==> src/rtl/sfifo_pkg.sv <==
// Shared helpers for the synchronous FIFO: width calculations and the
// power-of-two depth check used at elaboration time.
package sfifo_pkg;

    // Address bits needed to index a RAM of the given depth (at least one bit).
    function automatic int addr_width(input int depth);
        return (depth > 32'sd1) ? $clog2(depth) : 32'sd1;
    endfunction

    // Level bits: RAM words plus the one-word output stage, plus headroom for DEPTH+1.
    function automatic int level_width(input int depth);
        return $clog2(depth + 32'sd2);
    endfunction

    // True when depth is a power of two and at least two words.
    function automatic bit is_pow2(input int depth);
        return (depth >= 32'sd2) && ((depth & (depth - 32'sd1)) == 32'sd0);
    endfunction

endpackage

==> src/rtl/sfifo_ptr.sv <==
// AW-bit RAM pointer with increment enable; wraps naturally at 2^AW.
module sfifo_ptr #(
    parameter int AW = 9
) (
    input  logic          clk,
    input  logic          rst_n,
    input  logic          inc,
    output logic [AW-1:0] ptr
);

    logic [AW-1:0] ptr_d;
    logic [AW-1:0] ptr_q;

    // Next pointer value: advance by one when enabled, otherwise hold.
    always_comb begin
        if (inc) begin
            ptr_d = ptr_q + AW'(1);
        end else begin
            ptr_d = ptr_q;
        end
    end

    // Pointer register, cleared by the asynchronous reset.
    always_ff @(posedge clk or negedge rst_n) begin
        if (!rst_n) begin
            ptr_q <= '0;
        end else begin
            ptr_q <= ptr_d;
        end
    end

    assign ptr = ptr_q;

endmodule

==> src/rtl/sfifo_rd_wr_ctrl.sv <==
// Read/write controller turning an external synchronous dual-port RAM into a
// valid/ready FIFO. The RAM's registered read data is the output stage; this
// block holds only pointers, the RAM occupancy count and the output-valid flag.
// Optional macro SFIFO_CTRL_WATERMARK_EN adds almost_full/almost_empty outputs.
module sfifo_rd_wr_ctrl
    import sfifo_pkg::*;
#(
    parameter int DEPTH = 512,
    parameter int WIDTH = 8,
`ifdef SFIFO_CTRL_WATERMARK_EN
    parameter int AFULL_THR  = DEPTH - 2,
    parameter int AEMPTY_THR = 2,
`endif
    localparam int AW = addr_width(DEPTH),
    localparam int CW = level_width(DEPTH)
) (
    input  logic             clk,
    input  logic             rst_n,
    input  logic             in_valid,
    output logic             in_ready,
    input  logic [WIDTH-1:0] in_data,
    output logic             out_valid,
    input  logic             out_ready,
    output logic             ram_wr_en,
    output logic [AW-1:0]    ram_wr_addr,
    output logic [WIDTH-1:0] ram_wr_data,
    output logic             ram_rd_en,
    output logic [AW-1:0]    ram_rd_addr,
`ifdef SFIFO_CTRL_WATERMARK_EN
    output logic             almost_full,
    output logic             almost_empty,
`endif
    output logic [CW-1:0]    level
);

    if (!is_pow2(DEPTH)) begin : g_depth_chk
        $error("sfifo_rd_wr_ctrl: DEPTH must be a power of two and at least 2");
    end

    logic          wr_fire_s;
    logic          rd_en_s;
    logic [CW-1:0] ram_cnt_d;
    logic [CW-1:0] ram_cnt_q;
    logic          out_valid_d;
    logic          out_valid_q;
    logic [CW-1:0] level_d;
    logic [CW-1:0] level_q;
    logic          in_ready_d;
    logic          in_ready_q;
`ifdef SFIFO_CTRL_WATERMARK_EN
    logic          almost_full_d;
    logic          almost_full_q;
    logic          almost_empty_d;
    logic          almost_empty_q;
`endif

    // Handshake decode and next-state for count, output stage, level and ready.
    // Full/empty come only from ram_cnt; a write to a full RAM is refused even
    // when a read issues in the same cycle, and a word written on an edge is not
    // readable until the following cycle because ram_cnt counts committed writes.
    always_comb begin
        wr_fire_s = in_valid & in_ready_q;
        rd_en_s   = (ram_cnt_q != CW'(0)) & (~out_valid_q | out_ready);

        ram_cnt_d = ram_cnt_q + CW'(wr_fire_s) - CW'(rd_en_s);

        if (rd_en_s) begin
            out_valid_d = 1'b1;
        end else if (out_ready) begin
            out_valid_d = 1'b0;
        end else begin
            out_valid_d = out_valid_q;
        end

        level_d    = ram_cnt_d + CW'(out_valid_d);
        in_ready_d = (ram_cnt_d != CW'(DEPTH));
    end

`ifdef SFIFO_CTRL_WATERMARK_EN
    // Watermark flags evaluated on the next-cycle level so they register in step with level.
    always_comb begin
        almost_full_d  = (level_d >= CW'(AFULL_THR));
        almost_empty_d = (level_d <= CW'(AEMPTY_THR));
    end

    // Watermark flag registers; an empty FIFO is almost-empty, never almost-full.
    always_ff @(posedge clk or negedge rst_n) begin
        if (!rst_n) begin
            almost_full_q  <= 1'b0;
            almost_empty_q <= 1'b1;
        end else begin
            almost_full_q  <= almost_full_d;
            almost_empty_q <= almost_empty_d;
        end
    end

    assign almost_full  = almost_full_q;
    assign almost_empty = almost_empty_q;
`endif

    // Occupancy, output-stage valid, level and ready registers.
    always_ff @(posedge clk or negedge rst_n) begin
        if (!rst_n) begin
            ram_cnt_q   <= '0;
            out_valid_q <= 1'b0;
            level_q     <= '0;
            in_ready_q  <= 1'b1;
        end else begin
            ram_cnt_q   <= ram_cnt_d;
            out_valid_q <= out_valid_d;
            level_q     <= level_d;
            in_ready_q  <= in_ready_d;
        end
    end

    sfifo_ptr #(
        .AW(AW)
    ) u_wr_ptr (
        .clk  (clk),
        .rst_n(rst_n),
        .inc  (wr_fire_s),
        .ptr  (ram_wr_addr)
    );

    sfifo_ptr #(
        .AW(AW)
    ) u_rd_ptr (
        .clk  (clk),
        .rst_n(rst_n),
        .inc  (rd_en_s),
        .ptr  (ram_rd_addr)
    );

    assign ram_wr_en   = wr_fire_s;
    assign ram_wr_data = in_data;
    assign ram_rd_en   = rd_en_s;
    assign in_ready    = in_ready_q;
    assign out_valid   = out_valid_q;
    assign level       = level_q;

endmodule

==> config.mk <==
export PLATFORM = sky130hd
export DESIGN_NAME = sfifo_rd_wr_ctrl
export DESIGN_NICKNAME = d
export VERILOG_FILES = /design/src/rtl/sfifo_pkg.sv /design/src/rtl/sfifo_ptr.sv /design/src/rtl/sfifo_rd_wr_ctrl.sv
export SDC_FILE = /design/constraint.sdc
export NUM_CORES = 1
export LEC_CHECK = 0
export BUFFER_PORTS_ARGS = -buffer_cell sky130_fd_sc_hd__buf_2
export CAP_MARGIN = 10
export CORE_UTILIZATION = 55
export CTS_BUF_LIST = sky130_fd_sc_hd__clkbuf_8
export DETAILED_ROUTE_END_ITERATION = 10
export PLACE_DENSITY = 0.78
export SKIP_CTS_REPAIR_TIMING = 1
export SYNTH_ARGS = -nofsm -noshare
export SYNTH_HDL_FRONTEND = slang
export SYNTH_HIERARCHICAL = 1
export SYNTH_SLANG_ARGS = --single-unit
==> constraint.sdc <==
create_clock -name clk -period 6.2 [get_ports clk]
set_input_delay 0.93 -clock clk [delete_from_list [all_inputs] [get_ports clk]]
set_output_delay 0.93 -clock clk [all_outputs]
set_load 0.02 [all_outputs]
# Word level (Yosys, flattened, before mapping)
# Cells that the tools add are included.
# word_totals
regBits	40
latch_bits	0
ramBits	0
mem_bits_ro	0
inputBits	12
out_inout_bits	40
mem_count	0
# op_classes
add_sub_neg	5
n_mul	0
div_mod_pow	0
order_cmp	0
eq_ne	1
shifts	0
mux	2
bitwise_logic	4
reduce_logical	1
# op_table
operator	count
adder 10 x 1 -> 10 bit	2
adder 9 x 1 -> 9 bit (second input constant)	2
inequality test 10 bit (second input constant)	1
nonzero test 10 bit	1
subtractor 10 x 1 -> 10 bit	1
bitwise AND 1 bit	2
2-to-1 mux 1 bit	2
NOT 1 bit	1
OR 1 bit	1

# Logic depth before layout (Yosys ltp)
# logic_depth
ltp_word	5
ltp_mapped	15
ltp_nobuf	15

# Cells and area by module
# The synthesis kept the hierarchy.
# modules_own_cells
module	instances	cells_each	area_each_um2	seq_area_each_um2
sfifo_rd_wr_ctrl	1	125	1353.8	551.8
sfifo_ptr	2	29	387.9	225.2

# Least setup slack after synthesis
# Ideal clock, no wire load.
# synth_path
path_type	input -> register
from	in out_ready
to	reg level_q[8] (netlist: level[8])
setup_ps	127
arrival_time_ps	3599
t_required_ps	6073
setup_slack_ps	2473
path_stages	12
n_path_buf	0
path_cell_list	inv_1 a21oi_1 ha_1 inv_1 ha_1 fa_1 a211o_1 a31oi_1 o21bai_2 xor2_2 nand4_1 xnor2_1
# synth_via
elab_chain_len	4
elab_cells_between_ends	6
cone_classes	2 x add/sub; 2 x mux; 2 x bitwise
# synth_rtl
element	line	text
start: declaration	sfifo_rd_wr_ctrl.sv:23	input logic out_ready,
OR 1 bit	sfifo_rd_wr_ctrl.sv:63	rd_en_s = (ram_cnt_q != CW'(0)) & (~out_valid_q | out_ready);
bitwise AND 1 bit	sfifo_rd_wr_ctrl.sv:63	
named net ram_rd_en	sfifo_rd_wr_ctrl.sv:27	output logic ram_rd_en,
subtractor 10 x 1 -> 10 bit	sfifo_rd_wr_ctrl.sv:65	ram_cnt_d = ram_cnt_q + CW'(wr_fire_s) - CW'(rd_en_s);
named net ram_cnt_d[6]	sfifo_rd_wr_ctrl.sv:42	logic [CW-1:0] ram_cnt_d;
adder 10 x 1 -> 10 bit	sfifo_rd_wr_ctrl.sv:75	level_d = ram_cnt_d + CW'(out_valid_d);
named net level_d[8]	sfifo_rd_wr_ctrl.sv:46	logic [CW-1:0] level_d;
end signal: assignment	sfifo_rd_wr_ctrl.sv:111	level_q <= level_d;
end: declaration	sfifo_rd_wr_ctrl.sv:47	logic [CW-1:0] level_q;
# The timed path passes the listed nets, and every way through them passes these cells.
# A chain may end at the register's enable or synchronous reset.

# Final worst setup path
# layout_path
from	reg ram_cnt_q[6]
to	reg level_q[8] (netlist: level[8])
# layout_via
elab_chain_len	4
elab_cells_between_ends	6
cone_classes	3 x add/sub; 1 x mux; 1 x bitwise; 1 x reduce/logical
# layout_rtl
element	line	text
start: declaration	sfifo_rd_wr_ctrl.sv:43	logic [CW-1:0] ram_cnt_q;
start signal: assignment	sfifo_rd_wr_ctrl.sv:109	ram_cnt_q <= ram_cnt_d;
parallel branches: the longest is 2 deep, another holds adder 10 x 1 -> 10 bit	-	
subtractor 10 x 1 -> 10 bit *	sfifo_rd_wr_ctrl.sv:65	
named net ram_cnt_d[6]	sfifo_rd_wr_ctrl.sv:42	
adder 10 x 1 -> 10 bit *	sfifo_rd_wr_ctrl.sv:75	
named net level_d[8]	sfifo_rd_wr_ctrl.sv:46	
# Mark *: on every way through the listed nets, which the timed path passes.

==> metrics.yaml <==
h-tree-depth: 2
synth_edf_count: 0
viasPerCell: 5.30
fin_nets: 247
slowest_delay_ns: 0.41
yosysTopAreaCellShare_pct: 45.8
async_flop_share_pct: 100
slew_headroom_pct: 42.7
rsz0062_at_grt: "no"
crit_path_start: "ram_cnt_q[6]$_DFF_PN0_"
hold_depth: 1
die_area_sq_mm: 0.00412
clockBufferDepth: 2
fp-row-count: 22
ioPinCount: 52
maxSlewViolCount: 0
crit_slowest_cell: "fa_1"
final.setup.tns_ns: 0
grt_use_total_pct: 21.3
post_dp_cell_area_sq_mm: 0.00230
rr_startpoint: "ram_cnt_q[6]$_DFF_PN0_"
timing.fmax_mhz: 269
seqCellArea_sq_mm: 0.00100
num_vias: 1405
ys_top_cells_by_count: "39 x dfrtp_1, 19 x xnor2_1, 18 x ha_1"
skew_ns: 0.00506
clock_latency_ns: 0.29
yosysMostFrequentCell: "dfrtp_1"
stdcell_area_sq_mm: 0.00239
clockRootBuffer: "clkbuf_8"
grt_max_degree: 41
postRouteAntennaNets: 0
fin_crit_sh_pct: 59.9
tightest_slew_ns: 0.859
avgSynthCellArea_sq_um: 11.6
gp_congestion: 0.840
synthTopCellsByArea: "dfrtp_1 46%, ha_1 11%, xnor2_1 7.8%, xnor2_2 3.1%, buf_4 2.8%"
setup_viol: 0
fin_hold_ws_ns: 0.476
max_cap_violations: 0
synth-seq-cells: 40
yosysUniqueCellTypes: 41
synth_flop_cell: "dfrtp_1"
wl_um: 3760
crit_type: "reg2reg"
route.detailed.drc: 0
antenna_found_initial: 0
hold_viol_final: 0
cp_top_family: "adder cells"
stdcell_count: 265
r2r_setup_slack_ns: 2.49
multi_input_area_sq_mm: 0.00100
cts.sinks: 40
cp-endpoint: "level[8]$_DFF_PN0_"
die_y_um: 64.2
path_depth: 15
yosysSeqAreaShare_pct: 47.1
syn_inst: 183
wl_per_cell_um: 14.2
synthToLayoutAreaGrowth_pct: 12.4
cts.clk_slew.worst_paths_ns: 0.08
status: "complete, no violations"
yosys_warnings: 6
critPathLaunchType: "register"
syn_area_sq_mm: 0.00213
syn-num-nets: 214
start_util_pct: 57.7
firstDrtPassIters: 4
min_path_type: "reg2reg"
crit_arrival_ns: 3.89
grt_overflow: 0
place_hpwl_um: 2880
place_inst: 257
core_sq_mm: 0.00369
antenna_cells: 0
cts_made_buffers: 5
required_ns: 6.38
port_buffers: 35
grt_pass1_wl_um: 6580
rr_endpoint: "level[8]$_DFF_PN0_"
path_common_cell: "ha_1"
drt_iter0_markers: 66
path_cells: "inv_1 -> ha_1 -> nand2_1 -> nor4_1 -> a21oi_1 -> ha_1 -> inv_1 -> ha_1 -> fa_1 -> a211o_1 -> a31oi_1 -> o21bai_2 -> xor2_2 -> nand4_1 -> xnor2_1"
worst-path-buf-inv: 2
nFillCells: 296
cp-end-kind: "register"
die_w_um: 64.2
r2r_cells: 15
drive_gt1_share_pct: 28.6
cp_max_fo: 9
period_minus_slack_ns: 3.71
tritoncts: "done"
yosysTopAreaCell: "dfrtp_1"
grt_pass1_vias: 1423
-- state kept, by name (all words and copies together) (netlist names) --
register,cells
in_ready,1
level,10
out_valid,1
ram_cnt_q,10
u_rd_ptr/ptr,9
u_wr_ptr/ptr,9
-- area by class of cell --
type / count / area share (%)
sequential: 40 / 41.9
multi-input combinational: 118 / 41.9
timing repair buffer: 35 / 7.32
clock buffer: 6 / 3.45
inverter: 16 / 2.51
tap: 48 / 2.51
clock inverter: 2 / 0.470
-- through the flow --
stage	utilization (%)	worst slack [ns]
3_5_place_dp	62.3	2.24
4_1_cts	64.9	2.50
6_report	64.9	2.49
5_1_grt	64.9	2.21
3_3_place_gp	62.3	2.44
2_1_floorplan	-	2.47
-- per-layer routing --
layer / routed length, um / up-vias / track usage (%)
met5: 0 / - / 0
met4: 101 / 0 / 10.3
met3: 177 / 16 / 4.11
met2: 1760 / 35 / 34.2
met1: 1720 / 675 / 27.5
li1: - / 679 / -
-- placed cells by master, fill, tap and decap left out, drive strengths merged, types with 3 or more instances in the layout --
| master | Yosys | final |
|---|---|---|
| dfrtp | 39 | 39 |
| buf | 9 | 35 |
| xnor2 | 23 | 23 |
| ha | 18 | 18 |
| inv | 16 | 17 |
| nand2 | 11 | 11 |
| nand3 | 7 | 7 |
| clkbuf | 0 | 6 |
| xor2 | 6 | 6 |
| nand4 | 6 | 6 |
| and3 | 6 | 6 |
| nor2 | 5 | 5 |
| a31oi | 4 | 4 |
| a21oi | 4 | 4 |
| and4 | 3 | 3 |
-- cells by family after synthesis --
kind of cell | synth area share [%]
AO/OA/AOI/OAI | 6.29
AND/OR/NAND/NOR | 14.2
multiplexers | 1.06
buffers and inverters | 5.88
flip-flops | 47.1
adder cells (fa/ha/maj) | 11.5
XOR/XNOR | 14.0
-- how the worst min path moves through the flow --
stage	from	end	slack (ns)
3_5_place_dp	u_wr_ptr/ptr[8]$_DFFE_PN0P_	u_wr_ptr/ptr[8]$_DFFE_PN0P_	0.46
2_1_floorplan	ram_cnt_q[0]$_DFF_PN0_	out_valid$_DFF_PN0_	0.50
4_1_cts	u_wr_ptr/ptr[8]$_DFFE_PN0P_	u_wr_ptr/ptr[8]$_DFFE_PN0P_	0.48
5_1_grt	u_wr_ptr/ptr[7]$_DFFE_PN0P_	u_wr_ptr/ptr[7]$_DFFE_PN0P_	0.51
6_report	u_wr_ptr/ptr[8]$_DFFE_PN0P_	u_wr_ptr/ptr[8]$_DFFE_PN0P_	0.48
3_3_place_gp	u_wr_ptr/ptr[8]$_DFFE_PN0P_	u_wr_ptr/ptr[8]$_DFFE_PN0P_	0.46
Power is not shown: default switching activity piles up to over one toggle a cycle in this logic, so the estimate is an artifact.
